$ cat config.mk
export PLATFORM = sky130hd
export DESIGN_NAME = exception_ctrl
export DESIGN_NICKNAME = d
export VERILOG_FILES = /design/src/rtl/exc_pkg.sv /design/src/rtl/exc_sysregs.sv /design/src/rtl/exception_ctrl.sv
export SDC_FILE = /design/constraint.sdc
export NUM_CORES = 1
export LEC_CHECK = 0
export ABC_AREA = 0
export ABC_CLOCK_PERIOD_IN_PS = 2700
export BUFFER_PORTS_ARGS = -buffer_cell sky130_fd_sc_hd__buf_4
export CAP_MARGIN = 5
export CORE_MARGIN = 4
export CORE_UTILIZATION = 45
export CTS_BUF_LIST = sky130_fd_sc_hd__clkbuf_16
export DETAILED_ROUTE_END_ITERATION = 8
export GPL_TIMING_DRIVEN = 0
export PLACE_DENSITY = 0.7
export SLEW_MARGIN = 20
export SYNTH_ARGS = -nofsm -noshare
export SYNTH_HDL_FRONTEND = slang
export SYNTH_HIERARCHICAL = 1
export SYNTH_SLANG_ARGS = --single-unit
$ cat constraint.sdc
create_clock -name clk -period 2.7 [get_ports clk]
set_clock_uncertainty 0.1 [all_clocks]
set_input_delay 0.27 -clock clk [delete_from_list [all_inputs] [get_ports clk]]
set_output_delay 0.27 -clock clk [all_outputs]
set_load 0.01 [all_outputs]
$ cat src/rtl/exc_pkg.sv
// Shared types and constants for the LEGv8 exception controller.
package exc_pkg;

  typedef enum logic [1:0] {
    ST_RUN     = 2'd0,
    ST_HANDLER = 2'd1,
    ST_LOCKUP  = 2'd2
  } state_t;

  localparam logic [3:0] EST_NONE   = 4'b0000;
  localparam logic [3:0] EST_IRQ    = 4'b0001;
  localparam logic [3:0] EST_UNDEF  = 4'b0010;
  localparam logic [3:0] EST_LOCKUP = 4'b1111;

  localparam logic [1:0] MRS_ELR = 2'b00;
  localparam logic [1:0] MRS_ESR = 2'b01;
  localparam logic [1:0] MRS_ERR = 2'b10;
  localparam logic [1:0] MRS_CNT = 2'b11;

endpackage

$ cat src/rtl/exc_sysregs.sv
// ELR/ESR/ERR storage, saturating exception counter and MRS readback mux.
module exc_sysregs
  import exc_pkg::*;
#(
  parameter int N     = 64,
  parameter int CNT_W = 16
) (
  input  logic             clk,
  input  logic             reset,
  input  logic             take,
  input  logic             nest,
  input  logic [3:0]       cause,
  input  logic [N-1:0]     pc,
  input  logic [1:0]       mrs_sel,
  output logic [N-1:0]     elr,
  output logic [N-1:0]     mrs_data,
  output logic [CNT_W-1:0] exc_count
);

  logic [3:0]   esr;
  logic [N-1:0] err;

  always_ff @(posedge clk) begin
    if (reset) begin
      elr       <= '0;
      esr       <= '0;
      err       <= '0;
      exc_count <= '0;
    end else if (take) begin
      esr <= cause;
      err <= pc;
      // IRQs re-execute the squashed instruction; faults skip past it.
      elr <= (cause == EST_IRQ) ? pc : pc + N'(4);
      if (exc_count != '1) exc_count <= exc_count + 1'b1;
    end else if (nest) begin
      esr <= EST_LOCKUP;
      err <= pc;
    end
  end

  always_comb begin
    mrs_data = '0;
    case (mrs_sel)
      MRS_ELR: mrs_data = elr;
      MRS_ESR: mrs_data[3:0] = esr;
      MRS_ERR: mrs_data = err;
      MRS_CNT: mrs_data[CNT_W-1:0] = exc_count;
      default: mrs_data = '0;
    endcase
  end

endmodule

$ cat src/rtl/exception_ctrl.sv
// Exception controller: handler-mode FSM, IRQ pending/masking and PC redirect.
//   state      | meaning
//   ST_RUN     | normal execution, IRQs unmasked
//   ST_HANDLER | inside exception handler, IRQs masked, ERET returns to ELR
//   ST_LOCKUP  | fault inside handler, PC frozen until reset
module exception_ctrl
  import exc_pkg::*;
#(
  parameter int          N           = 64,
  parameter logic [N-1:0] VECTOR_ADDR = 64'h00000000000000D8,
  parameter int          CNT_W       = 16
) (
  input  logic             clk,
  input  logic             reset,
  input  logic             Exc,
  input  logic             ERet,
  input  logic [3:0]       EStatus,
  input  logic [N-1:0]     pc_i,
  input  logic             irq_req,
  output logic             irq_ack,
  output logic             ExtIRQ,
  output logic             pc_redirect,
  output logic [N-1:0]     pc_target,
  output logic             stall,
  input  logic [1:0]       mrs_sel,
  output logic [N-1:0]     mrs_data,
  output logic             in_handler,
  output logic [CNT_W-1:0] exc_count
);

  state_t       state_q, state_d;
  logic         irq_pending;
  logic         take, nest, redirect_raw;
  logic [N-1:0] elr;

  always_ff @(posedge clk) begin
    if (reset) state_q <= ST_RUN;
    else       state_q <= state_d;
  end

  always_comb begin
    state_d      = state_q;
    take         = 1'b0;
    nest         = 1'b0;
    redirect_raw = 1'b0;
    pc_target    = VECTOR_ADDR;
    case (state_q)
      ST_RUN: begin
        if (Exc) begin
          take         = 1'b1;
          redirect_raw = 1'b1;
          state_d      = ST_HANDLER;
        end
      end
      ST_HANDLER: begin
        if (Exc) begin
          nest    = 1'b1;
          state_d = ST_LOCKUP;
        end else if (ERet) begin
          redirect_raw = 1'b1;
          pc_target    = elr;
          state_d      = ST_RUN;
        end
      end
      ST_LOCKUP: state_d = ST_LOCKUP;
      default:   state_d = ST_RUN;
    endcase
  end

  // Outputs are held quiet while reset is asserted, even before the reset edge.
  assign irq_ack     = ~reset & take & (EStatus == EST_IRQ);
  assign ExtIRQ      = ~reset & irq_pending & (state_q == ST_RUN);
  assign pc_redirect = ~reset & redirect_raw;
  assign stall       = ~reset & (state_q == ST_LOCKUP);
  assign in_handler  = (state_q == ST_HANDLER);

  always_ff @(posedge clk) begin
    if (reset)        irq_pending <= 1'b0;
    else if (irq_ack) irq_pending <= 1'b0;
    else if (irq_req) irq_pending <= 1'b1;
  end

  exc_sysregs #(
    .N     (N),
    .CNT_W (CNT_W)
  ) u_sysregs (
    .clk       (clk),
    .reset     (reset),
    .take      (take),
    .nest      (nest),
    .cause     (EStatus),
    .pc        (pc_i),
    .mrs_sel   (mrs_sel),
    .elr       (elr),
    .mrs_data  (mrs_data),
    .exc_count (exc_count)
  );

endmodule
Word level (Yosys, flattened, before mapping)

Index checks and enable logic that the tools add are counted.

Flip-flop bits (word level): 151
Memories kept: 0
Bits in writable memories: 0
Memory bits (read-only): 0
Word-level logic and storage cells: 51
Output and inout bits: 149
Bits in latches: 0
Input bits: 75

Div/mod/pow operators: 0
Mux-type cells: 21
Reduce and logical (&&, ||, !) cells: 6
Bitwise operators: 7
Multipliers: 0
Add/sub/neg operators: 2
Eq/ne operators: 9
Magnitude comparators: 0
Shift-type cells: 0

Operators with widths:

| kind                  | count |
|---|---|
| $mux 64               | 6 |
| $pmux 48 s2           | 1 |
| $add 64x3->64 const B | 1 |
| $pmux 12 s3           | 1 |
| $add 16x1->16 const B | 1 |
| $ne 16x16->1 const B  | 1 |
| $pmux 4 s4            | 1 |
| $mux 4                | 2 |
| $and 1x1->1           | 6 |
| $eq 2x2->1 const B    | 3 |
| $mux 2                | 3 |
| $pmux 2 s3            | 1 |
| $mux 1                | 5 |
| $eq 2x1->1 const B    | 2 |
| $eq 4x1->1 const B    | 1 |
| $logic_not 2->1       | 2 |
| $reduce_and 2->1      | 2 |
| $ne 3x3->1 const B    | 1 |
| $ne 2x2->1 const B    | 1 |
| $pmux 1 s2            | 1 |
| $reduce_bool 2->1     | 1 |
| $reduce_or 2->1       | 1 |
| $not 1->1             | 1 |

Depth between registers and ports, before layout

Gate-level depths: netlist (run 1).

Depth in word-level cells: 5
Gate-level depth with buffers: 8
Gate-level depth less buffers: 7

By module

The synthesis (run 1) kept the hierarchy.

Modules (own cells, without submodules):

| module         | sequential area each (µm²) | instances | area an instance (µm²) | cells each |
|---|---|---|---|---|
| exc_sysregs    | 2962.8                     | 1         | 7802.5                 | 991 |
| exception_ctrl | 60.1                       | 1         | 635.6                  | 93 |

Worst setup path before layout (run 1)

Ideal clock, no wire load.

Path type: input to register
Start point: input port pc_i[8]
End point: register u_sysregs.elr[50]
Stages: 6
Buffers on the path: 1
Setup time: 0.091 ns
Required time: 2.509 ns
Slack: 0.327 ns
Data arrival time: 2.182 ns
Cells stage by stage: nand4_2 -> or3_4 -> or4_1 -> buf_2 -> or4_1 -> a311oi_1

Word-level cells in the longest chain between the ends: 2

Ends and longest elaborated chain:

| item                 | line                 | source |
|---|---|---|
| from (decl)          | exception_ctrl.sv:18 | `input logic [N-1:0] pc_i,` |
| $add 64x3->64        | exc_sysregs.sv:33    | `elr <= (cause == EST_IRQ) ? pc : pc + N'(4);` |
| $mux 64              | exc_sysregs.sv:33    |  |
| to (signal assigned) | exc_sysregs.sv:33    |  |
| to (decl)            | exc_sysregs.sv:15    | `output logic [N-1:0] elr,` |

No other way between the ends.
A chain may end at the register's enable or synchronous reset.

Final worst setup path (run 1)

Start point: input port mrs_sel[1]
End point: output port mrs_data[43]

Word-level cells in the longest chain between the ends: 2
Elaborated cells between the ends (all ways): 3
Those cells by class: eq/ne: 1; mux: 1; reduce/logical: 1

Ends and longest elaborated chain:

| item                                                 | line                 | source |
|---|---|---|
| from (decl)                                          | exception_ctrl.sv:25 | `input logic [1:0] mrs_sel,` |
| $eq 2x2->1 / $logic_not 2->1 (equally long branches) | exc_sysregs.sv:43    | `case (mrs_sel)` |
| $pmux 48 s2 *                                        | exc_sysregs.sv:43    |  |
| to (decl)                                            | exception_ctrl.sv:26 | `output logic [N-1:0] mrs_data,` |

Every way passes the cells marked *; elsewhere a longest branch is shown, timed or not.

==> Implementation_results.wiki, run 1 <==
{| class="wikitable"
! Metric !! Value
|-
| Cell with the most instances after synthesis || sky130_fd_sc_hd__nand2_1
|-
| Total cell area at the placement stage || 10400 um2
|-
| Biggest cell delay along the critical path || just under 0.9 ns
|-
| Static power due to leakage || 4.49 nW
|-
| Final non-filler cell area || 11000 um2
|-
| Shortest period the worst path allows || 2.63 ns
|-
| Share of the clock period used by the worst path || 97.3%
|-
| Floorplan core area || 18200 um2
|-
| Vias in the first global route || between 8000 and 9000
|-
| Outcome || completed
|-
| Maximum number of pins on one net before global-route repair || 17
|-
| Capturing element type of the critical path || output port
|-
| Die boundary height || 145 um
|-
| Worst reg2reg path startpoint || state_q[1]$_SDFFE_PP0P_
|-
| Final Non-Filler Cells || roughly 1600
|-
| Top cells by count, synth || 171 x sky130_fd_sc_hd__nand2_1, 151 x sky130_fd_sc_hd__dfxtp_1, 145 x sky130_fd_sc_hd__nor2_1
|-
| Number of core rows || 49
|-
| Worst EP arrival || roughly 2.3 ns
|-
| Post-route antenna net violation count || 0
|-
| Power Dens Cells || 551 nW/um2
|-
| DRC marker count from the first detailed-route iteration || just under 1000
|-
| Utilization of the core after routing || 60.6%
|-
| Hold path start || pc_i[59]
|-
| Sink count of the clock tree || 151
|-
| Number of antenna violations at the first check in global routing || 0
|-
| Reg area || 3020 um2
|-
| Clock tree from TritonCTS || yes
|-
| Distinct cell type count of the synthesized netlist || between 40 and 50
|-
| Synth area leaders || sky130_fd_sc_hd__dfxtp_1 36%, sky130_fd_sc_hd__nand2_1 7.6%, sky130_fd_sc_hd__nor2_1 6.5%, sky130_fd_sc_hd__mux2i_1 6.3%, sky130_fd_sc_hd__and2_1 5.0%
|-
| Maximum operating frequency || 381 MHz
|-
| Top FF cell, synth || sky130_fd_sc_hd__dfxtp_1
|-
| Proportion of netlist area held by the largest area contributor || around 36%
|-
| Post-placement worst setup slack || -0.291 ns
|-
| Source of the critical timing path || mrs_sel[1]
|-
| Layout filler cell count || between 1500 and 2000
|-
| Number of nets in the synthesized netlist || 1161
|-
| PnR worst setup slack || approximately 0.073 ns
|-
| Total placed cells including tap cells || 1532
|-
| HPWL after detailed placement || 23200 um
|-
| CP cell instances || buf_4, clkbuf_1, clkbuf_1, mux2i_1, nor2_1, buf_4
|-
| Worst Hold Class || input pin to flop
|-
| RSZ-0062 raised after global routing || false
|-
| Max transition margin || between 20% and 30%
|-
| Asr flop ratio synth || 0%
|-
| First drt pass iteration count || 5
|-
| Final Net Count || 1404
|-
| Count of buffers from port buffering || 219
|-
| Reg power frac || 41.6%
|-
| Start-to-end type of the worst setup path || input pin to output port
|-
| Crit-path slowest cell || sky130_fd_sc_hd__clkbuf_1
|-
| Multi-input gate area in the final layout || 5060 um2
|-
| Count of final hold-check violations || 0
|-
| Ratio of cells with drive above 1 in the final layout || 21.9%
|-
| Residual overflow from global routing || 0
|-
| Post-CTS repair timing setup buffer count || 0
|-
| Reg clk slew, reported paths || approximately 0.060 ns
|-
| Io pins || between 200 and 250
|-
| Residual DRC count || 0
|-
| Share of synthesized area occupied by flip-flops and latches || 35.8%
|-
| Crit path launch type || input pin
|-
| CTS HTree Levels || 4
|-
| Post-detailed-route wirelength per cell || 19.9 um
|-
| Worst endpoint required time || 2.33 ns
|-
| Switching share of power || between 20 and 30%
|-
| Maximum number of buffers from clock root to sink || 2
|-
| Antenna diode count || 0
|-
| Power spent charging and discharging nets || 0.00178 W
|-
| Slew at the pin closest to its max-slew limit || 1.10 ns
|-
| Cells after Synth || 1084
|-
| Mapped Area || 8440 um2
|-
| Clock Power Share || 40.4%
|-
| Mean instance size in the synthesized netlist || 7.78 um2
|-
| Max Cap Violations || 0
|-
| Register bit count reported by yosys || 151
|-
| Clock network latency to the later pin of the worst-skew pair || 0.43 ns
|-
| Synthesis-to-finish area growth || 30.9%
|-
| Routability congestion estimate || 0.950
|-
| First-pass GRT wire length || 48000 um
|-
| Cell-internal power || around 0.0043 W
|-
| Area leader, netlist || sky130_fd_sc_hd__dfxtp_1
|-
| Total global-route track usage || 28.2%
|-
| Number of enable-type register cells in the synthesized netlist || 0
|-
| Total die area || ~21000 um2
|-
| Via-per-instance ratio || 5.86
|-
| Clk Tree Root Cell || sky130_fd_sc_hd__clkbuf_16
|-
| DIE WIDTH || 145 um
|-
| Final max-slew violation count || 0
|-
| Count of vias placed by the detailed router || a little over 9000
|-
| Synthesis warning total || 6
|-
| Initial cell density of the core || 46.3%
|-
| Total Wirelength || 31200 um
|-
| Combinational fraction of design power || 18.0%
|-
| CTS Buf Count || 17
|-
| Highest ir drop seen on vdd || 0.500 mV
|-
| Largest driver fanout on the critical path || 10
|-
| Setup Viol. Count Final || 0
|-
| Final Hold Slack || about 0.018 ns
|}
-- state kept, by name, indices dropped and copies added (netlist names) --
signal / cells
state_q: 2
u_sysregs/err: 64
u_sysregs/elr: 64
irq_pending: 1
u_sysregs/esr: 4
u_sysregs/exc_count: 16
-- worst max-delay path, delay by kind of cell --
kind                   cells  cell delay, ns
buffers and inverters      4            1.63
muxes                      1            0.28
and+or+nand+nor            1            0.06
-- stage by stage --
stage / setup TNS, ns / power, W
floorplan: 0 / 0.00314
global placement: -3.95 / 0.00362
detailed placement: -3.78 / 0.00364
CTS: 0 / 0.00609
global route: 0 / 0.00631
finish: 0 / 0.00608
-- layout by cell type, fill, tap and decap left out, types with 32 or more instances in the layout --
cell type and count:
sky130_fd_sc_hd__a211oi_1 39, sky130_fd_sc_hd__a21oi_1 66, sky130_fd_sc_hd__and2_1 68, sky130_fd_sc_hd__buf_4 219
sky130_fd_sc_hd__clkbuf_1 62, sky130_fd_sc_hd__dfxtp_1 151, sky130_fd_sc_hd__mux2i_1 53, sky130_fd_sc_hd__nand2_1 171
sky130_fd_sc_hd__nor2_1 144, sky130_fd_sc_hd__xnor2_1 32
-- cell families (layout without fill, tap and decap cells) --
kind of cell / count (synthesis) / count (layout) / share of synthesized area [%]
compound gates: 166 / 166 / 13.3
xor+xnor: 48 / 48 / 4.98
fa+ha+maj: 2 / 2 / 0.297
buf+inv: 94 / 350 / 4.40
flops: 151 / 151 / 35.8
mux: 69 / 69 / 8.96
simple gates: 554 / 554 / 32.3
-- layer usage --
metal / share of wire, % / track usage, %
met5: 0 / 0
met4: 3.1 / 11.1
met3: 9.2 / 6.24
met2: 46 / 45.6
met1: 42 / 37.0
-- final timing paths --
kind | to | slack, ns | cells after the start
setup / recovery | mrs_data[43] | 0.07 | 6
hold / removal | u_sysregs/err[59]$_SDFFE_PP0P_ | 0.02 | 3
setup reg to reg | u_sysregs/err[60]$_SDFFE_PP0P_ | 0.19 | 7
hold reg to reg | u_sysregs/err[22]$_SDFFE_PP0P_ | 0.35 | 2
-- power by group through the flow --
stage / clock network [W] / registers (W) / logic, W
after floorplan: 0 / 0.00253 / 0.000610
after global placement: 0 / 0.00257 / 0.00105
after global routing: 0.00258 / 0.00255 / 0.00119
after detailed placement: 0 / 0.00257 / 0.00107
after CTS: 0.00248 / 0.00253 / 0.00108
final: 0.00246 / 0.00253 / 0.00110
-- cell type report --
| type | count | share of cell area [%] |
|---|---|---|
| Clock inverter | 15 | 1.59 |
| Tap cell | 229 | 2.59 |
| Inverter | 11 | 0.374 |
| Buffer | 83 | 3.09 |
| Timing Repair Buffer | 224 | 15.3 |
| Multi-Input combinational cell | 839 | 45.8 |
| Sequential cell | 151 | 27.4 |
| Clock buffer | 17 | 3.85 |
-- repair_timing --
item                                    in CTS  in global routing
hold buffers                                 5                  0
resized for setup                            5                 13
hold endpoints to repair                     8                  0
endpoints found under the setup margin      31                 73
Power figures use the tool's default switching activity.
==> run 2, diff against run 1 <==
ABC_CLOCK_PERIOD_IN_PS = 3200   (was 2700)
CTS_CLUSTER_DIAMETER = 150   (was not set)
PLACE_DENSITY = 0.75   (was 0.7)
clock period = 3.2 ns   (was 2.7 ns; I/O delays follow)
==> run 2 against run 1 <==
Clock power fell by 23%. Critical path depth shrank 1. Global-route usage grew 0.58 points. Largest power group unchanged.
==> Implementation_results.wiki, run 2 (same netlist as run 1, synthesis figures left out) <==
{| class="wikitable"
! Metric !! Value
|-
| Outcome || completed
|-
| Final max-slew violation count || 0
|-
| Worst reg2reg path startpoint || state_q[1]$_SDFFE_PP0P_
|-
| Floorplan core area || roughly 18000 um2
|-
| Post-detailed-route wirelength per cell || 19.9 um
|-
| Maximum operating frequency || 336 MHz
|-
| Setup Viol. Count Final || 0
|-
| Biggest cell delay along the critical path || 0.78 ns
|-
| Max Cap Violations || 0
|-
| Post-CTS repair timing setup buffer count || 0
|-
| Power Dens Cells || about 450 nW/um2
|-
| First-pass GRT wire length || roughly 49000 um
|-
| Cell repeated most along the worst path || sky130_fd_sc_hd__clkbuf_1
|-
| Residual DRC count || 0
|-
| Count of final hold-check violations || 0
|-
| Leading cell types in the layout, fill and taps excluded || 219 x sky130_fd_sc_hd__buf_4, 171 x sky130_fd_sc_hd__nand2_1, 151 x sky130_fd_sc_hd__dfxtp_1, 145 x sky130_fd_sc_hd__nor2_1, 69 x sky130_fd_sc_hd__clkbuf_1
|-
| Capturing element type of the critical path || output port
|-
| Ratio of cells with drive above 1 in the final layout || a little over a fifth
|-
| Most frequent standard cell in the layout excluding fill and tap cells || sky130_fd_sc_hd__buf_4
|-
| Count of buffers from port buffering || roughly 220
|-
| Start-to-end type of the worst setup path || input pin to output port
|-
| Clock tree from TritonCTS || yes
|-
| Crit path launch type || input pin
|-
| Number of core rows || just under 50
|-
| Slew at the pin closest to its max-slew limit || 1.15 ns
|-
| Sink count of the clock tree || 151
|-
| Number of antenna violations at the first check in global routing || 0
|-
| DRC marker count from the first detailed-route iteration || slightly above 800
|-
| Maximum number of buffers from clock root to sink || 2
|-
| Total Wirelength || 31200 um
|-
| CTS Buf Count || 17
|-
| Registers with the highest flip-flop counts || u_sysregs/elr (64), u_sysregs/err (64), u_sysregs/exc_count (16)
|-
| CTS HTree Levels || 4
|-
| Synthesis-to-finish area growth || 29.4%
|-
| Buffers plus inverters on the worst setup path || 4
|-
| Hold path start || reset
|-
| Routability congestion estimate || 0.919
|-
| Total global-route track usage || between 20% and 30%
|-
| Worst Hold Class || input pin to flop
|-
| Shortest period the worst path allows || 2.98 ns
|-
| Initial cell density of the core || a little under half
|-
| Final Hold Slack || 0.0452 ns
|-
| Residual overflow from global routing || 0
|-
| Highest ir drop seen on vdd || 0.400 mV
|-
| Clk Tree Root Cell || sky130_fd_sc_hd__clkbuf_16
|-
| Total die area || between 20000 and 25000 um2
|-
| Kind of cell adding the most delay to the critical path || buffers and inverters
|-
| Setup_tns || 0 ns
|-
| Die boundary height || 145 um
|-
| CP cell instances || clkbuf_1, clkbuf_1, buf_1, nor2_1, buf_4
|-
| Post-route antenna net violation count || 0
|-
| Crit-path slowest cell || sky130_fd_sc_hd__buf_1
|-
| Static power due to leakage || 4.41 nW
|-
| HPWL after detailed placement || 23200 um
|-
| First drt pass iteration count || 5
|-
| Count of vias placed by the detailed router || 9229
|-
| Io pins || 224
|-
| Antenna diode count || 0
|-
| DIE WIDTH || ~140 um
|-
| Worst endpoint required time || 2.78 ns
|-
| Share of the clock period used by the worst path || approximately 93%
|-
| Largest driver fanout on the critical path || 10
|-
| Via-per-instance ratio || between 5 and 6
|-
| Max transition margin || between 20% and 30%
|-
| Source of the critical timing path || mrs_sel[0]
|-
| Maximum number of pins on one net before global-route repair || 17
|-
| Clock network latency to the later pin of the worst-skew pair || 0.43 ns
|-
| PostCTS Resize Cnt || 0
|-
| Final Net Count || 1399
|-
| Reg clk slew, reported paths || 0.06 ns
|-
| RSZ-0062 raised after global routing || false
|-
| Vias in the first global route || approximately 8900
|-
| Worst EP arrival || 2.56 ns
|-
| Post-cts hold buffer count || 0
|}
run 2: cell types whose count changed in the layout (fill, tap and decap cells not counted), sizes merged:
| cell | change |
|---|---|
| buf | +1 |
| bufinv | -3 |
| clkbuf | -1 |
| clkinv | -1 |
| clkinvlp | +3 |
| dlygate4sd3 | -5 |
| inv | +1 |
run 2: cell type report:
type                            instances  area (um2)
Clock buffer                           17         425
Buffer                                 83         332
Tap cell                              229         287
Inverter                               11        41.3
Timing Repair Buffer                  219        1640
Fill cell                            1689        7290
Clock inverter                         15         124
Multi-Input combinational cell        839        5040
Sequential cell                       151        3020
run 2: layer usage:
metal,part of all wire (%),routed length [um],vias to the layer above,GRT usage (%)
li1,-,-,4319,-
met2,45,14100,498,46.0
met4,3.5,1090,0,11.5
met3,10,3200,82,7.80
met1,41,12800,4330,37.2
met5,0,0,-,0
run 2: worst paths after layout:
kind	end	slack, ns	cells after the start
min reg2reg	u_sysregs/err[54]$_SDFFE_PP0P_	0.35	2
max	mrs_data[27]	0.22	5
min	state_q[0]$_SDFFE_PP0P_	0.05	2
max reg2reg	u_sysregs/elr[13]$_SDFFE_PP0P_	0.24	6
run 2: stage by stage:
stage                     total power, W  setup WS [ns]  instances  util, %  instance area [um2]
after global routing             0.00515          0.117       1564     60.0                10900
after floorplan                  0.00265          0.777       1084        -                 8440
after CTS                        0.00495          0.313       1564     60.0                10900
final                            0.00495          0.223       1564     60.0                10900
after global placement           0.00305          0.258       1532     56.9                10400
after detailed placement         0.00307          0.188       1532     56.9                10400
run 2: power breakdown:
group | internal [W] | switching, W | leakage, nW
Combinational | 0.000368 | 0.000549 | 2.91
Clock | 0.00101 | 0.000894 | 0.255
Sequential | 0.00203 | 0.000106 | 1.24
Total | 0.00340 | 0.00155 | 4.41
==> run 3, diff against run 2 <==
ABC_CLOCK_PERIOD_IN_PS = 3360   (was 3200)
CORE_MARGIN = 3   (was 4)
clock period = 3.36 ns   (was 3.2 ns; I/O delays follow)
==> run 3 against run 2 <==
Cell count stayed put. Largest power group unchanged. Worst hold slack better by 0.0094 ns. Highest routed layer unchanged. Core utilization rose by 0.23 points. Non-clock buffer count unchanged.
==> Implementation_results.wiki, run 3 (same netlist as run 1, synthesis figures left out) <==
{| class="wikitable"
! Metric !! Value
|-
| Layout filler cell count || 1671
|-
| Count of buffers from port buffering || 219
|-
| Max transition margin || between 20% and 30%
|-
| Io pins || roughly 220
|-
| Final Hold Slack || 0.0545 ns
|-
| Number of core rows || 49
|-
| Clock network latency to the later pin of the worst-skew pair || around 0.44 ns
|-
| Post-CTS repair timing setup buffer count || 0
|-
| Worst EP arrival || 2.50 ns
|-
| Crit path launch type || input pin
|-
| Cell repeated most along the worst path || sky130_fd_sc_hd__clkbuf_1
|-
| Initial cell density of the core || between 40% and 50%
|-
| Most frequent standard cell in the layout excluding fill and tap cells || sky130_fd_sc_hd__buf_4
|-
| Via-per-instance ratio || 5.96
|-
| Highest ir drop seen on vdd || 0.389 mV
|-
| Maximum operating frequency || 340 MHz
|-
| Residual overflow from global routing || 0
|-
| Final max-slew violation count || 0
|-
| Total global-route track usage || 29.8%
|-
| Hold path start || reset
|-
| Source of the critical timing path || mrs_sel[0]
|-
| Static power due to leakage || 4.44 nW
|-
| Worst Hold Class || input pin to flop
|-
| Largest driver fanout on the critical path || 10
|-
| DRC marker count from the first detailed-route iteration || 879
|-
| Final Net Count || roughly 1400
|-
| Ratio of cells with drive above 1 in the final layout || between 20% and 30%
|-
| HPWL after detailed placement || 22800 um
|-
| Max Cap Violations || 0
|-
| Residual DRC count || 0
|-
| PostCTS Resize Cnt || 0
|-
| Clk Tree Root Cell || sky130_fd_sc_hd__clkbuf_16
|-
| Setup_tns || 0 ns
|-
| Maximum number of pins on one net before global-route repair || 17
|-
| Die boundary height || 143 um
|-
| Utilization of the core after routing || 60.2%
|-
| CTS HTree Levels || 4
|-
| Leading cell types in the layout, fill and taps excluded || 219 x sky130_fd_sc_hd__buf_4, 171 x sky130_fd_sc_hd__nand2_1, 151 x sky130_fd_sc_hd__dfxtp_1, 145 x sky130_fd_sc_hd__nor2_1, 70 x sky130_fd_sc_hd__clkbuf_1
|-
| Setup Viol. Count Final || 0
|-
| Vias in the first global route || 8619
|-
| Post-route antenna net violation count || 0
|-
| Total die area || just over 20000 um2
|-
| Maximum number of buffers from clock root to sink || 2
|-
| Crit-path slowest cell || sky130_fd_sc_hd__clkbuf_1
|-
| Floorplan core area || 18200 um2
|-
| Share of the clock period used by the worst path || 87.4%
|-
| CP cell instances || clkbuf_1, clkbuf_1, clkbuf_1, nor2_1, buf_4
|-
| RSZ-0062 raised after global routing || false
|-
| Worst endpoint required time || 2.92 ns
|-
| Routability congestion estimate || 0.948
|-
| Clock tree from TritonCTS || yes
|-
| Total Wirelength || 31200 um
|-
| Reg clk slew, reported paths || approximately 0.06 ns
|-
| Start-to-end type of the worst setup path || input pin to output port
|-
| Count of vias placed by the detailed router || 9320
|-
| Post-detailed-route wirelength per cell || between 15 and 20 um
|-
| Post-cts hold buffer count || 0
|-
| Registers with the highest flip-flop counts || u_sysregs/elr (64), u_sysregs/err (64), u_sysregs/exc_count (16)
|-
| Antenna diode count || 0
|-
| Power Dens Cells || 445 nW/um2
|-
| Shortest period the worst path allows || 2.94 ns
|-
| Outcome || completed
|-
| First drt pass iteration count || 6
|-
| Buffers plus inverters on the worst setup path || 4
|-
| Number of antenna violations at the first check in global routing || 0
|-
| Sink count of the clock tree || 151
|-
| CTS Buf Count || 17
|-
| Capturing element type of the critical path || output port
|-
| Flop2flop setup slack || 0.43 ns
|-
| Biggest cell delay along the critical path || 0.65 ns
|-
| Worst reg2reg path startpoint || state_q[1]$_SDFFE_PP0P_
|-
| First-pass GRT wire length || 47500 um
|-
| Synthesis-to-finish area growth || 29.9%
|-
| Slew at the pin closest to its max-slew limit || 1.13 ns
|-
| Count of final hold-check violations || 0
|-
| Kind of cell adding the most delay to the critical path || buffers and inverters
|-
| DIE WIDTH || 143 um
|}
## run 3: changes by cell type in the layout (fill, tap and decap cells not counted), sizes merged
cell | before | now
clkinvlp | 5 | 2
inv | 16 | 19
bufinv | 0 | 2
clkinv | 5 | 3
## run 3: final cells by class
cell class | count | area [um2] | share of cell area, %
multi-input cells | 839 | 5040 | 46.0
flip-flops and latches | 151 | 3020 | 27.6
repair buffers | 219 | 1640 | 15.0
clock buffers | 17 | 425 | 3.88
plain buffers | 83 | 330 | 3.01
well taps | 229 | 287 | 2.61
clock inverters | 15 | 168 | 1.53
inverters | 11 | 41.3 | 0.377
## run 3: layer usage
layer	up-vias	GRT usage, %	part of all wire (%)
met4	0	14.2	3.8
met5	-	0	0
met2	537	47.2	46
li1	4317	-	-
met1	4389	39.0	41
met3	77	6.13	9.6
## run 3: worst register-to-register path, stage by stage (launching register included)
cell	delay, ns
sky130_fd_sc_hd__dfxtp_1	0.37
sky130_fd_sc_hd__or3b_1	0.43
sky130_fd_sc_hd__inv_1	0.09
sky130_fd_sc_hd__clkbuf_1	0.51
sky130_fd_sc_hd__clkbuf_1	0.52
sky130_fd_sc_hd__clkbuf_1	0.56
sky130_fd_sc_hd__a311oi_1	0.19
## run 3: where the power goes
part / switching, W / internal (W)
clock: 0.000854 / 0.00111
combinational: 0.000527 / 0.000350
sequential: 0.000102 / 0.00193
total: 0.00148 / 0.00339
## run 3: final timing paths
check                                                      end  cells past startpoint
worst max-delay path                              mrs_data[51]                      5
worst min-delay path                   state_q[1]$_SDFFE_PP0P_                      2
worst max register to register  u_sysregs/elr[60]$_SDFFE_PP0P_                      6
worst min register to register  u_sysregs/err[28]$_SDFFE_PP0P_                      2
## run 3: per-stage QoR
stage | power (W) | worst slack (ns) | std cells | cell area [um2]
final | 0.00488 | 0.423 | 1564 | 11000
after global routing | 0.00507 | 0.305 | 1564 | 11000
after CTS | 0.00487 | 0.467 | 1564 | 11000
after detailed placement | 0.00292 | 0.331 | 1532 | 10400
after global placement | 0.00291 | 0.374 | 1532 | 10400
after floorplan | 0.00252 | 0.921 | 1084 | 8440
